===== src/rtl/jt12_pg_acc.sv =====
// jt12_pg_acc
// -----------------------------------------------------------------------------
// Per-operator phase accumulator for the JT12 phase generator. It sits right
// after the pure phase-increment stage. For the operator slot being processed
// this cycle it applies detune and the frequency multiplier to the 17-bit pure
// increment, then adds the result to that slot's 20-bit phase. The phases of all
// slots circulate in a chain of NUM_SLOTS registers.
//
// Pipeline (every stage advances only on clk edges with clk_en = 1):
//   Stage I  : premul  = phinc_pure + sext(detune)   (mod 2^17)
//              phinc_q = mul == 0 ? premul >> 1 : (premul * mul)[19:0]
//              keyon_q = keyon_now
//   Stage II : chain[0] = keyon_q ? 0 : chain[NUM_SLOTS-1] + phinc_q  (mod 2^PW)
//              Every other chain entry takes the value of the entry before it.
//
// The chain tail holds the value written NUM_SLOTS enables earlier. That value is
// the previous phase of the slot now leaving stage I. The block has no slot
// counter; the upstream sequencer sets the slot alignment.
//
// Ports
//   clk        : system clock
//   rst_n      : asynchronous active-low reset; clears every register
//   clk_en     : slot-advance enable
//   phinc_pure : pure phase increment for the current slot (17 bits)
//   detune     : signed detune offset, two's complement -32..+31 (6 bits)
//   mul        : frequency multiplier, 0 means x1/2 (4 bits)
//   keyon_now  : phase reset request for the current slot
//   phase_op   : top 10 phase bits of the slot just updated
// -----------------------------------------------------------------------------
module jt12_pg_acc #(
  parameter int unsigned NUM_SLOTS = 24,
  parameter int unsigned PW        = 20
) (
  input  logic        clk,
  input  logic        rst_n,
  input  logic        clk_en,
  input  logic [16:0] phinc_pure,
  input  logic [5:0]  detune,
  input  logic [3:0]  mul,
  input  logic        keyon_now,
  output logic [9:0]  phase_op
);

  // ---------------------------------------------------------------------------
  // Stage I: detune and multiplier
  // ---------------------------------------------------------------------------
  logic [16:0]   premul;
  logic [20:0]   product;
  logic [PW-1:0] phinc_d, phinc_q;
  logic          keyon_d, keyon_q;

  always_comb begin
    // Negative detune on a small increment wraps modulo 2^17.
    premul  = phinc_pure + {{11{detune[5]}}, detune};
    product = {4'b0, premul} * {17'b0, mul};
    phinc_d = phinc_q;
    keyon_d = keyon_q;
    if (clk_en) begin
      keyon_d = keyon_now;
      if (mul == 4'd0) begin
        phinc_d = PW'(premul[16:1]);
      end else begin
        // Bit 20 of the product is dropped.
        phinc_d = PW'(product[19:0]);
      end
    end
  end

  always_ff @(posedge clk or negedge rst_n) begin
    if (!rst_n) begin
      phinc_q <= '0;
      keyon_q <= 1'b0;
    end else begin
      phinc_q <= phinc_d;
      keyon_q <= keyon_d;
    end
  end

  // ---------------------------------------------------------------------------
  // Stage II: accumulate into the circulating chain
  // ---------------------------------------------------------------------------
  logic [PW-1:0] chain_d [NUM_SLOTS];
  logic [PW-1:0] chain_q [NUM_SLOTS];
  logic [PW-1:0] phase_head;
  logic [PW-1:0] phase_ii;

  always_comb begin
    phase_head = chain_q[NUM_SLOTS-1];
    // Key-on wins over any increment; the overflow wraps silently.
    phase_ii   = keyon_q ? '0 : phase_head + phinc_q;
    chain_d    = chain_q;
    if (clk_en) begin
      chain_d[0] = phase_ii;
      for (int unsigned i = 1; i < NUM_SLOTS; i++) begin
        chain_d[i] = chain_q[i-1];
      end
    end
  end

  always_ff @(posedge clk or negedge rst_n) begin
    if (!rst_n) begin
      for (int unsigned i = 0; i < NUM_SLOTS; i++) begin
        chain_q[i] <= '0;
      end
    end else begin
      for (int unsigned i = 0; i < NUM_SLOTS; i++) begin
        chain_q[i] <= chain_d[i];
      end
    end
  end

  // chain_q[0] is the stage II register, so this output is registered too.
  assign phase_op = chain_q[0][PW-1 -: 10];

endmodule


===== config.mk =====
export PLATFORM = sky130hd
export DESIGN_NAME = jt12_pg_acc
export DESIGN_NICKNAME = d
export VERILOG_FILES = /design/src/rtl/jt12_pg_acc.sv
export SDC_FILE = /design/constraint.sdc
export NUM_CORES = 1
export LEC_CHECK = 0
export CORE_ASPECT_RATIO = 1.1
export CORE_UTILIZATION = 38
export CTS_CLUSTER_DIAMETER = 80
export DETAILED_ROUTE_END_ITERATION = 6
export GPL_ROUTABILITY_DRIVEN = 0
export PLACE_DENSITY = 0.64
export SYNTH_ARGS = -nofsm -noshare
export SYNTH_HDL_FRONTEND = slang
export SYNTH_SLANG_ARGS = --single-unit

===== constraint.sdc =====
create_clock -name clk -period 3.23 [get_ports clk]
set_input_delay 0.646 -clock clk [delete_from_list [all_inputs] [get_ports clk]]
set_output_delay 0.646 -clock clk [all_outputs]
set_load 0.1 [all_outputs]

; Word-level counts from Yosys, hierarchy flattened
; Index checks and enable logic that the tools add are counted.
[word_totals]
inputBits = 31
mem_count = 0
register_bits = 501
latch_bits = 0
out_inout_bits = 10
wordCells = 32
ram_bits = 0
romBits = 0
[op_classes]
bitwise_logic = 0
mux = 2
mul = 1
n_div = 0
add_sub_neg = 2
shifts = 0
n_eq_ne = 0
reduce_logical = 1
magnitude_cmp = 0
[ops]
columns = op, count
row1 = $mux W20, 2
row2 = $add A20 B20 Y20, 1
row3 = $mul A17 B4 Y20, 1
row4 = $add A17 B17 Y17, 1
row5 = $logic_not A4 Y1, 1

; Logic depth before layout (Yosys ltp)
[depth]
ltp_word = 3
ltp_mapped = 23
ltp_nobuf = 23

; Worst setup path after synthesis
; No wires, ideal clock.
[synth_path]
kind = input to register
start = input phinc_pure[0]
end = register phinc_q[19]
path_buffers = 0
setup_time_ns = 0.096
required_time_ns = 3.134
stages = 23
t_arrival_ns = 5.243
setup_slack_ns = -2.108
path_cell_list = ha_1 -> inv_1 -> fa_1 -> nand2b_1 -> a21oi_2 -> nor4b_4 -> o31ai_4 -> a31oi_2 -> o31ai_4 -> xor2_2 -> and2_1 -> fa_1 -> inv_1 -> fa_1 -> inv_1 -> ha_1 -> a211oi_1 -> nand2_1 -> o2111a_1 -> a221oi_2 -> xnor2_1 -> and3_1 -> o32ai_2
[synth_between]
elab_chain_cells = 3
[synth_lines]
columns = element, line_no
row1 = start: declaration, 37  ; input logic [16:0] phinc_pure,
row2 = $add A17 B17 Y17, 54  ; premul = phinc_pure + {{11{detune[5]}}, detune};
row3 = $mul A17 B4 Y20, 55  ; product = {4'b0, premul} * {17'b0, mul};
row4 = $mux W20, 60  ; if (mul == 4'd0) begin
row5 = end signal: assignment, 74  ; phinc_q <= phinc_d;
row6 = end: declaration, 49  ; logic [PW-1:0] phinc_d, phinc_q;
; No other way between the ends.
; A chain may end at the register's enable or synchronous reset.

; Worst setup path after layout
[layout_path]
start = input detune[0]
end = register phinc_q[19]
[layout_between]
elab_chain_cells = 3
[layout_lines]
columns = element, line_no
row1 = start: declaration, 38  ; input logic [5:0] detune,
row2 = $add A17 B17 Y17, 54
row3 = $mul A17 B4 Y20, 55
row4 = $mux W20, 60
; No other way between the ends.

==> results.json <==
{
  "grt_max_degree": 131,
  "synth_fp_nets": 1719,
  "synth_area_um2": 22300,
  "final_area_um2": 27000,
  "required_ps": 3720,
  "comb_power_share": 0.350,
  "num_antenna_cells": 0,
  "numPortBuffers": 40,
  "power.leakage_uw": 0.0128,
  "vias": 12500,
  "max_stage_delay_ps": 490,
  "synth_edf_count": 0,
  "cts-buffers-inserted": 49,
  "setup_viol_count_final": 16,
  "ctsRootBufferMaster": "clkbuf_16",
  "slew_violations": 0,
  "tightest_slew_ps": 780,
  "arrival_ps": 5090,
  "start_util": 0.387,
  "grt-ovfl-total": 0,
  "hold_viol_final": 0,
  "syn_inst": 1598,
  "max_cap_viol_count": 0,
  "crit_type": "primary input to flop",
  "grt_pass1_wl_mm": 65.7,
  "holdWs_ps": 23.4,
  "synthMostInstantiatedCell": "dfrtp_1",
  "die_area_um2": 59700,
  "fp.dieW_um": 233,
  "grt_usage": 0.133,
  "p_seq_frac": 0.419,
  "p_total_uw": 25100,
  "skew_ps": 21.5,
  "cts_sinks": 501,
  "cts_buffer_depth": 3,
  "critPathSlowestCell": "fa_1",
  "pwr-share-clk": 0.231,
  "rsz0062_at_grt": "true",
  "drc": 0,
  "ys_seq_area_frac": 0.562,
  "async_flop_share": 1.00,
  "period_minus_slack_ps": 4590,
  "setup-tns-final_ps": -14250,
  "synth_top_area_cell": "dfrtp_1",
  "clk_latency_ps": 590,
  "avgSynthCellArea_um2": 14.0,
  "violations": "setup timing",
  "crit_chain": "buf_6 -> ha_4 -> inv_2 -> fa_2 -> nand2b_4 -> a21oi_4 -> nor4b_4 -> o31ai_4 -> a31oi_4 -> o31ai_4 -> xor2_2 -> and2_4 -> fa_1 -> inv_1 -> fa_1 -> inv_2 -> ha_4 -> a211oi_4 -> nand2_1 -> o2111a_1 -> a221oi_2 -> xnor2_1 -> a21oi_1 -> o32ai_2",
  "routedWlPerCell_um": 15.0,
  "hold_path_class": "primary input to async pin",
  "hpwl_mm": 24.7,
  "yosys_warnings": 0,
  "drt_first_iter_violations": 476,
  "timing.fmax_mhz": 218,
  "grt_pass1_vias": 13500,
  "dr.pass1.iters": 4,
  "detail-route-antenna-nets": 0,
  "antenna_found_initial": 0,
  "slew_headroom": 0.480,
  "io_pins": 41,
  "switchingPower_uw": 7770,
  "netlist_top_cells_area": "dfrtp_1, mux2_2, ha_1",
  "netlist_top_cells_count": "dfrtp_1, mux2_2, inv_1, ha_1, clkbuf_1",
  "power_density_nw_per_um2": 927,
  "cts_tree": "yes",
  "startpoint_type": "primary input",
  "netSwitchingFraction": 0.310,
  "drive_above_1_share": 0.479,
  "ir_drop_v": 0.000626,
  "status": "finished, violations left",
  "postSynthRegisterBits": 501,
  "core_um2": 57700,
  "intPower_uw": 17300,
  "layout.nets": 1886,
  "routed_wl_mm": 38.3,
  "crit_fanout": 3,
  "synth_top_flop_cell": "dfrtp_1",
  "fp-row-count": 92,
  "die_h_um": 256,
  "worst_slack_ps": -1360,
  "fin_crit_sh": 1.42,
  "clk_pin_slew_ps": 60,
  "drt-vias-per-instance": 4.91,
  "synth_top_area_frac": 0.562,
  "end_kind": "flop",
  "htree_levels": 2,
  "synth_cell_types": 64,
  "place_area_um2": 24400,
  "area_growth_pct": 21.2
}
[cell type report]
class                      count  area [um^2]
fill                        4953        30600
sequential                   501        12500
multi-input combinational    944         9950
timing repair buffer         192         1670
clock buffer                  63         1370
tap                          752          941
inverter                      77          292
clock inverter                24          283
[worst max-delay path, delay by kind of cell]
family / cells / cell delay (ps)
adders and majority gates: 5 / 1640
and+or+nand+nor: 4 / 510
AOI/OAI and AO/OA: 9 / 1800
xor gates and xnor gates: 2 / 280
buffers and inverters: 4 / 200
[per-stage QoR]
step / setup WS (ps) / utilization / instances
floorplan: -1790 / - / 1598
global placement: -2410 / 0.423 / 2431
detailed placement: -2510 / 0.423 / 2431
CTS: -1400 / 0.463 / 2544
global route: -1500 / 0.469 / 2553
finish: -1360 / 0.469 / 2553
[kinds of logic after synthesis]
family | share of synthesized area
AO/OA/AOI/OAI | 0.0549
flip-flops | 0.562
AND/OR/NAND/NOR | 0.0402
multiplexers | 0.236
buffers and inverters | 0.0275
adder cells (fa/ha/maj) | 0.0612
XOR/XNOR | 0.0184
[cell usage in the layout (no fill, tap or decap), drive strengths merged, types with 6 or more instances in the layout]
cell	count
nor2	35
nand2	47
o2bb2ai	17
clkbuf	68
ha	58
xnor2	31
buf	168
o21bai	10
a21o	23
a31oi	6
inv	81
and2	43
xor2	15
mux2	461
a211oi	8
clkdlybuf4s50	14
fa	32
dfrtp	501
o21ai	19
a21oi	56
clkinv	12
nand2b	11
mux2i	7
[final timing paths]
check                                   from            end  slack [ps]  cells after the start
worst max-delay path               detune[0]    phinc_q[19]       -1360                     24
worst min-delay path                   rst_n   chain_q[229]          20                      1
worst max register to register    phinc_q[0]    phase_op[8]         510                     10
worst min register to register  chain_q[126]   chain_q[106]         480                      1
max in group asynchronous              rst_n  phase_head[2]        2240                      2
min in group clk                      clk_en     phinc_q[2]         450                      2
[sequential cells by signal (all words and copies together), names as in the netlist]
register and count:
phinc_q 20, keyon_q 1, phase_head 20, phase_op 10, chain_q 450
[power by group through the flow]
stage / Sequential [uW] / Combinational, uW / Clock, uW
4_1_cts: 10600 / 8250 / 6000
3_5_place_dp: 10700 / 7530 / 0
3_3_place_gp: 10500 / 7270 / 0
2_1_floorplan: 10000 / 5800 / 0
6_report: 10500 / 8770 / 5800
5_1_grt: 10900 / 9580 / 6210
[layer usage]
metal,vias up,wire [um],GRT usage
li1,5886,-,-
met1,6429,17000,0.170
met2,133,19000,0.222
met3,77,1200,0.0240
met4,0,1090,0.0494
met5,-,0,0
[repair_timing]
action | 4_1_cts | 5_1_grt
pin swaps | 96 | 82
resized for setup | 126 | 76
hold endpoints to repair | 0 | 0
hold buffers | 0 | 0
buffers inserted | 28 | 11
endpoints found under the setup margin | 17 | 16
(Power assumes the default switching activity.)
